===== config.mk =====
export PLATFORM = sky130hd
export DESIGN_NAME = gate_test_sequencer
export DESIGN_NICKNAME = d
export VERILOG_FILES = /design/src/rtl/gate_test_sequencer.sv
export SDC_FILE = /design/constraint.sdc
export NUM_CORES = 1
export LEC_CHECK = 0
export ABC_AREA = 1
export CORE_MARGIN = 10
export CORE_UTILIZATION = 30
export DETAILED_ROUTE_END_ITERATION = 10
export PLACE_DENSITY = 0.51
export SETUP_SLACK_MARGIN = 0.15
export SLEW_MARGIN = 30
export SYNTH_ARGS = -nofsm -noshare
export SYNTH_HDL_FRONTEND = slang
export SYNTH_SLANG_ARGS = --single-unit

===== constraint.sdc =====
create_clock -name clk -period 1.7 [get_ports clk]
set_input_delay 0.17 -clock clk [delete_from_list [all_inputs] [get_ports clk]]
set_output_delay 0.17 -clock clk [all_outputs]
set_load 0.005 [all_outputs]

===== src/rtl/gate_test_sequencer.sv =====
// gate_test_sequencer
//   Self-test controller for a small N-input combinational gate. Each start
//   pulse walks the gate through every input vector in ascending order. Each
//   vector is held for SETTLE cycles. The gate output is then compared against
//   the expected reduction function in a single CHECK cycle. Mismatches are
//   counted with saturation. The first failing vector is latched. A one-cycle
//   done pulse ends the run and reports pass/fail.
//
// Ports
//   clk        rising-edge clock
//   rst        synchronous, active-high reset
//   start      begin a run (sampled only in IDLE)
//   op         expected function: 00 AND, 01 OR, 10 XOR, 11 NAND (latched at start)
//   dut_in     vector driven to the gate inputs (bit 0 = first input)
//   dut_y      gate output (sampled only in CHECK)
//   busy       high while a run is in progress
//   done       one-cycle pulse at end of run
//   pass       run finished with zero errors; held until next start
//   err_count  mismatches in current/last run, saturating
//   fail_valid a mismatch has been recorded in current/last run
//   fail_vec   first mismatching vector; valid when fail_valid=1
//
// States
//   state    | meaning
//   ---------+--------------------------------------------------
//   ST_IDLE  | waiting for start
//   ST_WAIT  | holding dut_in for SETTLE cycles
//   ST_CHECK | sampling dut_y and comparing with the expected value
//   ST_DONE  | one-cycle done pulse; pass is valid

module gate_test_sequencer #(
  parameter int N_IN   = 2,
  parameter int SETTLE = 2,
  parameter int ERR_W  = 8
) (
  input  logic              clk,
  input  logic              rst,
  input  logic              start,
  input  logic [1:0]        op,
  output logic [N_IN-1:0]   dut_in,
  input  logic              dut_y,
  output logic              busy,
  output logic              done,
  output logic              pass,
  output logic [ERR_W-1:0]  err_count,
  output logic              fail_valid,
  output logic [N_IN-1:0]   fail_vec
);

  localparam int CNT_W = (SETTLE > 1) ? $clog2(SETTLE) : 1;
  localparam logic [CNT_W-1:0] CNT_LAST = CNT_W'(SETTLE - 1);
  // Vector counter carries one extra bit so the last-vector compare cannot wrap.
  localparam logic [N_IN:0]    LAST_VEC = {1'b0, {N_IN{1'b1}}};
  localparam logic [ERR_W-1:0] ERR_MAX  = {ERR_W{1'b1}};

  typedef enum logic [1:0] {
    ST_IDLE,
    ST_WAIT,
    ST_CHECK,
    ST_DONE
  } state_t;

  state_t           state, state_nxt;
  logic [N_IN:0]    vec;
  logic [CNT_W-1:0] cnt;
  logic [1:0]       op_q;
  logic             expected;
  logic             mismatch;
  logic             last_vec;

  logic load_run;
  logic cnt_inc;
  logic do_check;
  logic adv_vec;

  assign dut_in   = vec[N_IN-1:0];
  assign last_vec = (vec == LAST_VEC);

  always_comb begin
    expected = 1'b0;
    case (op_q)
      2'b00:   expected = &dut_in;
      2'b01:   expected = |dut_in;
      2'b10:   expected = ^dut_in;
      default: expected = ~&dut_in;
    endcase
  end

  assign mismatch = (dut_y != expected);

  always_ff @(posedge clk) begin
    if (rst) begin
      state <= ST_IDLE;
    end else begin
      state <= state_nxt;
    end
  end

  always_comb begin
    state_nxt = state;
    busy      = 1'b0;
    done      = 1'b0;
    load_run  = 1'b0;
    cnt_inc   = 1'b0;
    do_check  = 1'b0;
    adv_vec   = 1'b0;
    case (state)
      ST_IDLE: begin
        if (start) begin
          load_run  = 1'b1;
          state_nxt = ST_WAIT;
        end
      end
      ST_WAIT: begin
        busy = 1'b1;
        if (cnt == CNT_LAST) begin
          state_nxt = ST_CHECK;
        end else begin
          cnt_inc = 1'b1;
        end
      end
      ST_CHECK: begin
        busy     = 1'b1;
        do_check = 1'b1;
        if (last_vec) begin
          state_nxt = ST_DONE;
        end else begin
          adv_vec   = 1'b1;
          state_nxt = ST_WAIT;
        end
      end
      ST_DONE: begin
        done      = 1'b1;
        state_nxt = ST_IDLE;
      end
      default: begin
        state_nxt = ST_IDLE;
      end
    endcase
  end

  always_ff @(posedge clk) begin
    if (rst) begin
      vec        <= '0;
      cnt        <= '0;
      op_q       <= 2'b00;
      err_count  <= '0;
      fail_valid <= 1'b0;
      fail_vec   <= '0;
      pass       <= 1'b0;
    end else begin
      if (load_run) begin
        op_q       <= op;
        vec        <= '0;
        cnt        <= '0;
        err_count  <= '0;
        fail_valid <= 1'b0;
        fail_vec   <= '0;
        pass       <= 1'b0;
      end
      if (cnt_inc) begin
        cnt <= cnt + CNT_W'(1);
      end
      if (do_check) begin
        if (mismatch) begin
          if (err_count != ERR_MAX) begin
            err_count <= err_count + ERR_W'(1);
          end
          if (!fail_valid) begin
            fail_valid <= 1'b1;
            fail_vec   <= dut_in;
          end
        end
        // pass is resolved here so it already reflects the final compare
        // when DONE is presented.
        if (last_vec) begin
          pass <= !mismatch && (err_count == '0);
        end
        if (adv_vec) begin
          vec <= vec + (N_IN + 1)'(1);
          cnt <= '0;
        end
      end
    end
  end

endmodule


# == Yosys cells after proc, flatten, opt, wreduce, memory -nomap -nowiden ==
# Index checks and enable logic that the tools add are counted.
# totals
wordCells,68
reg_bits,20
inputBits,6
output_inout_bits,16
# classes
n_eq_ne,10
add_sub_neg,3
n_reduce_logical,11
mux,36
# ops
cell,count
$mux W8,4
$mux W1,20
$mux W2,7
$mux W3,3
$add A8 B1 Y8 const B,1
$logic_not A8 Y1,1
$ne A8 B8 Y1 const B,1
$pmux W2 S4,1
$eq A2 B2 Y1 const B,3
$eq A2 B1 Y1 const B,2
$logic_not A2 Y1,2
$ne A2 B2 Y1 const B,2
$reduce_and A2 Y1,2
$reduce_or A2 Y1,2
$add A3 B1 Y3 const B,1
$eq A3 B2 Y1 const B,1
$pmux W1 S3,1
$logic_not A1 Y1,2
$reduce_xor A2 Y1,1
$add A1 B1 Y1 const B,1
$logic_and A1 B1 Y1,1
$ne A1 B1 Y1,1

# == Longest topological paths before layout ==
# Gate-level depths: netlist of run 1.
# depth
depth_word,8
depth_mapped,12

# == Worst setup path after synthesis of run 1 ==
# OpenSTA, ideal clock, no wires.
# synth_timing
path_kind,reg2reg
from,register vec[0]
to,register err_count[2]
setup_slack_ps,215
arrival_time_ps,1373
synth_period_minus_slack_ps,1485
required_ps,1588
path_stages_with_launch,11
path_cell_list,dfxtp_1 > inv_1 > ha_1 > inv_1 > nand2_1 > nand3_2 > nand3_2 > nand2_8 > nand3_4 > nor2b_1 > nor2_1
# synth_between
elab_chain_len,6
# synth_rtl
element,line,rtl
from (decl),64,logic [N_IN:0] vec;
from (signal assigned),180,vec <= vec + (N_IN + 1)'(1);
$reduce_and A2 Y1,"82, 85",
$logic_not A1 Y1,85,default: expected = ~&dut_in;
$pmux W1 S3 *,81,case (op_q)
$ne A1 B1 Y1 *,89,assign mismatch = (dut_y != expected);
$mux W8 *,165,if (mismatch) begin
$mux W8 *,164,if (do_check) begin
to (signal assigned),167,err_count <= err_count + ERR_W'(1);
to (decl),45,"output logic [ERR_W-1:0] err_count,"
# Mark *: on every way between the ends. The rest lies on a longest branch, timed or not.
# A chain may end at the register's enable or synchronous reset.

# == Worst setup path after layout of run 1 ==
# layout_timing
from,register vec[0]
to,register err_count[3]
# The elaborated chain is that of the path after synthesis.

==> results.yml, run 1 <==
status:
  status: "finished clean"
global_routing:
  grt.total_usage_pct: 9.09
  antenna_found_initial: 0
  grt_first_pass_wirelength_um: 5540
  grt_overflow: 0
  first_global_vias: 1198
  grt_max_degree: 13
yosys:
  muxShareOfSynthArea_pct: 0
  synth_top_family_by_area: "simple AND/OR/NAND/NOR gates"
  yosysSeqAreaShare_pct: 32.1
  synth_top_area_cell: "dfxtp_1"
  synth_area_leaders: "dfxtp_1 32%, nand2_1 14%, ha_1 10%"
  synth_xor_area_share_pct: 1.41
  synth_nets: 194
  postSynthAreaPerCell_sq_um: 7.00
  synth_simple_gate_area_share_pct: 36.6
  synthCells: 178
  netlist_top_cells_count: "47 x nand2_1, 24 x inv_1, 20 x dfxtp_1, 19 x nor2_1, 12 x a21oi_1"
  synth_seq_cells: 20
  synth.most_common_cell: "nand2_1"
  synthAdderAreaFrac_pct: 10.0
  yosysTopAreaCellShare_pct: 32.1
  ys.flop_type: "dfxtp_1"
  syn_area_sq_um: 1250
  ys_types: 27
  yosys_warnings: 0
  async_reset_ff_share_pct: 0
  synth-compound-area-share_pct: 9.74
  synth_edf_count: 0
cts:
  cts_tree: "built"
  cts_buffers: 3
  root_buffer: "clkbuf_8"
  clk_latency_ps: 250
  htreeDepth: 1
  clock_path_buffers: 2
  clkTransAtPathRegs_ps: 70
  cts_sinks: 20
layout:
  stdcell_count: 259
  diodes: 0
  nNetsFinal: 227
  fillers: 410
  drive_gt1_share_pct: 24.4
  finish.utilization_pct: 43.5
  syn_to_final_growth_pct: 39.6
power_and_ir_drop:
  ir_drop_uv: 432
  p_leak_nw: 0.714
  p_per_area_nw_per_um2: 1080
route:
  drc_errors: 0
  routed_wl_um: 3420
  firstDrtPassIters: 4
  first_iter_violations: 95
  antenna_left: 0
  vias: 1240
  viasPerCell: 4.79
  wl_per_cell_um: 13.2
hold_path:
  hp-class: "reg2reg"
  holdPathStages: 2
  worstHoldStart: "cnt$_SDFF_PP0_"
sta:
  hold_slack_ps: 470
  slew_headroom_pct: 79.8
  period_share_pct: 92.9
  setup_tns_ps: 0
  hold_violations: 0
  finalSetupViolCount: 0
  fmax_mhz: 633
  rsz0062_at_grt: "yes"
  fin_ws_ps: 121
  max_slew.worst_pin.slew_ps: 302
  min_period_ps: 1580
  skew_ps: 0.607
  report.final.slew_viol_count: 0
worst_setup_path:
  reg2reg_depth: 12
  critPathLaunch: "vec[0]$_SDFF_PP0_"
  cpMaxStageDelayCell: "dfxtp_4"
  r2r_start: "vec[0]$_SDFF_PP0_"
  worstSetupPathType: "reg2reg"
  start_kind: "register"
  worstPathRequired_ps: 1900
  crit_chain: "inv_4 > ha_4 > inv_2 > nand2_2 > nand3_4 > nand2_4 > nand2_4 > nand2_8 > nand3_4 > nand2_2 > nand2_1 > nor2_1"
  end_kind: "register"
  cp_data_arrival_time_ps: 1770
  slowest_delay_ps: 390
  path_max_fanout: 6
placed_design:
  place_ws_ps: 74.9
  place.port_buffers: 21
  dp.cells: 250
  dp_hpwl_um: 2400
  gp_congestion: 0.853
floorplanning:
  fp.dieArea_sq_um: 7130
  start_util_pct: 31.2
  core_sq_um: 4000
  die_h_um: 84.5
  dieWidth_um: 84.5
  io_pins: 22
  std_cell_rows: 23
job:
  drv_cap: 0
power by group:
part	internal, W	switching (W)
sequential	0.000560	0.0000804
combinational	0.000409	0.000530
clock	0.000157	0.000149
worst paths after layout:
kind                                                end  slack [ps]
worst max-delay path            err_count[3]$_SDFF_PP0_         120
worst max register to register  err_count[3]$_SDFF_PP0_         120
worst min register to register           cnt$_SDFF_PP0_         470
worst min-delay path                     cnt$_SDFF_PP0_         470
cells by family after synthesis:
logic type               count (synthesis)
AO/OA/AOI/OAI                           22
adder cells (fa/ha/maj)                 10
XOR/XNOR                                 2
flip-flops                              20
AND/OR/NAND/NOR                         93
buffers and inverters                   31
cells in the final DEF (no fill, tap or decap), types with 5 or more instances in the layout:
master           count
ha_1                 7
nand2_1             39
nand4_1              6
nand3_4              5
nand2_2              9
inv_1               20
clkdlybuf4s50_1     19
buf_4               11
nand3_1              8
dfxtp_1             15
nor2_1              16
a21oi_1             11
through the flow:
step                      cell area (sq um)  power [W]
after floorplan                        1250    0.00113
after global placement                 1540    0.00141
after detailed placement               1540    0.00143
after CTS                              1630    0.00178
after global routing                   1740    0.00205
final                                  1740    0.00189
timing repair:
action                                  in CTS  in global routing
pin swaps                                    3                 16
buffers inserted                             1                  3
gates resized for setup                      9                 26
endpoints found under the setup margin      10                 16
hold endpoints to repair                     0                  0
hold buffers                                 0                  0
cloned                                       1                  1
flip-flops by register name (all words and copies together) (netlist names):
name	cells
op_q	2
fail_vec	2
fail_valid	1
cnt	1
vec	3
state	2
pass	1
err_count	8
critical path, delay by kind of cell, from the launching register on:
family | cells | cell delay (ps)
adder cells (fa/ha/maj) | 1 | 260
buffers and inverters | 2 | 80
flip-flops | 1 | 390
AND/OR/NAND/NOR | 9 | 790
final cells by class:
class	count	area, sq um	area share (%)
multi-input combinational	129	836	48.1
sequential	20	409	23.5
timing repair buffer	32	294	16.9
inverter	25	96.3	5.54
tap	50	62.6	3.60
clock buffer	3	41.3	2.37
metal layers:
metal  part of all wire (%)  vias up  GRT usage, %  routed length [um]
met4                    1.5        0          4.04                  51
met5                      0        -             0                   0
li1                       -      637             -                   -
met3                    3.2        4          1.64                 109
met2                     48       22          14.7                1650
met1                     47      577          11.4                1610
Power figures use the tool's default switching activity.
==> run 2, diff against run 1 <==
Settings changed: CORE_UTILIZATION 30 to 52, PLACE_DENSITY 0.51 to 0.8, SLEW_MARGIN 30 to 20.
==> run 2 against run 1 <==
  * First-iteration DRC count shrank 13%
  * Highest routed layer unchanged
  * Total power rose by 6.0%
  * Sequential share of layout area hardly changed
==> results.yml, run 2 (synthesis results as in run 1) <==
layout:
  syn_to_final_growth_pct: 39.1
  largest_register_ffs: 8
  final_cell_mix: "40 x nand2_1, 20 x inv_1, 19 x clkdlybuf4s50_1"
  finish.utilization_pct: 76.9
  top_register: "err_count"
  final_common_cell: "nand2_1"
  reg.largest.list: "err_count: 8 flops, vec: 3 flops"
  nNetsFinal: 228
  stdcell_count: 239
  diodes: 0
  drive_gt1_share_pct: 25.6
  fillers: 163
power_and_ir_drop:
  ir_drop_uv: 822
  p_leak_nw: 0.712
  p_per_area_nw_per_um2: 1150
sta:
  slew_headroom_pct: 78.8
  min_period_ps: 1580
  fmax_mhz: 633
  finalSetupViolCount: 0
  skew_ps: 1.54
  hold_violations: 0
  rsz0062_at_grt: "yes"
  period_share_pct: 93.0
  report.final.slew_viol_count: 0
  max_slew.worst_pin.slew_ps: 318
  setup_tns_ps: 0
cts:
  root_buffer: "clkbuf_4"
  clk_latency_ps: 310
  cts_buffers: 3
  cts_sinks: 20
  htreeDepth: 1
  clkTransAtPathRegs_ps: 120
  cts_tree: "built"
  clock_path_buffers: 2
floorplanning:
  start_util_pct: 55.3
  die_h_um: 69.0
  dieWidth_um: 69.0
  fp.dieArea_sq_um: 4750
  core_sq_um: 2250
  io_pins: 22
  std_cell_rows: 17
worst_setup_path:
  cpMaxStageDelayCell: "dfxtp_2"
  worstSetupPathType: "reg2reg"
  start_kind: "register"
  end_kind: "register"
  path_max_fanout: 6
  crit_chain: "inv_2 > ha_4 > inv_2 > nand2_2 > nand3_4 > nand2_4 > nand2_4 > nand2_8 > nand3_4 > nand2_2 > nand2_1 > nor2_1"
  cp_data_arrival_time_ps: 1830
  worstPathRequired_ps: 1950
  slowest_delay_ps: 370
placed_design:
  place.port_buffers: 21
  dp_hpwl_um: 2170
  dp.cells: 226
  gp_congestion: 0.820
route:
  first_iter_violations: 83
  routed_wl_um: 3500
  firstDrtPassIters: 4
  viasPerCell: 5.39
  wl_per_cell_um: 14.6
  antenna_left: 0
  vias: 1288
  drc_errors: 0
status:
  status: "finished clean"
global_routing:
  grt_overflow: 0
  grt.total_usage_pct: 14.4
  grt_first_pass_wirelength_um: 5400
  grt_max_degree: 20
  first_global_vias: 1151
  antenna_found_initial: 0
hold_path:
  hp-class: "reg2reg"
job:
  drv_cap: 0
## run 2: changes by cell type in the layout (fill, tap and decap cells not counted), sizes merged
cell | before | now
buf | 11 | 12
dlygate4sd2 | 1 | 2
dlymetal6s2s | 1 | 0
bufinv | 0 | 1
## run 2: layout make-up
| type | count | area [sq um] | share of cell area (%) |
|---|---|---|---|
| timing repair buffer | 33 | 305 | 17.6 |
| sequential | 20 | 408 | 23.5 |
| clock buffer | 3 | 22.5 | 1.30 |
| tap | 28 | 35.0 | 2.02 |
| multi-input combinational | 129 | 838 | 48.4 |
| inverter | 25 | 93.8 | 5.42 |
| clock inverter | 1 | 30.0 | 1.73 |
## run 2: worst paths after layout
check	start	to	slack (ps)	cells after the start
max	vec[1]$_SDFF_PP0_	err_count[3]$_SDFF_PP0_	120	12
min	cnt$_SDFF_PP0_	cnt$_SDFF_PP0_	480	2
max reg2reg	vec[1]$_SDFF_PP0_	err_count[3]$_SDFF_PP0_	120	12
min reg2reg	cnt$_SDFF_PP0_	cnt$_SDFF_PP0_	480	2
## run 2: layer usage
layer	global-route usage [%]	up-vias	wire length (um)
met4	3.94	0	24
met1	18.7	584	1440
li1	-	644	-
met2	23.2	56	1710
met5	0	-	0
met3	3.70	4	314
## run 2: power breakdown
part	total, W	switching (W)	leakage (nW)	internal, W
combinational	0.000976	0.000563	0.519	0.000413
clock	0.000398	0.000160	0.0279	0.000238
sequential	0.000625	0.0000676	0.165	0.000558
total	0.00200	0.000790	0.712	0.00121
## run 2: per-stage QoR
step	hold WS (ps)	total power, W	cell area (sq um)	worst slack, ps
3_3_place_gp	452	0.00137	1500	151
3_5_place_dp	462	0.00140	1500	68.1
6_report	481	0.00200	1730	119
2_1_floorplan	317	0.00113	1250	215
4_1_cts	485	0.00190	1660	139
5_1_grt	517	0.00214	1730	45.9
## run 2: what timing repair did
| item | 4_1_cts | 5_1_grt |
|---|---|---|
| gates cloned | 2 | 0 |
| setup endpoints to repair | 11 | 17 |
| setup buffers | 6 | 1 |
| pin swaps | 8 | 12 |
| hold buffers | 0 | 0 |
| gates resized for setup | 14 | 22 |
## run 2: worst max-delay path, delay by kind of cell, from the launching register on
kind | cells | cell delay (ps)
simple gates | 9 | 800
flops | 1 | 370
fa+ha+maj | 1 | 260
buf+inv | 2 | 90
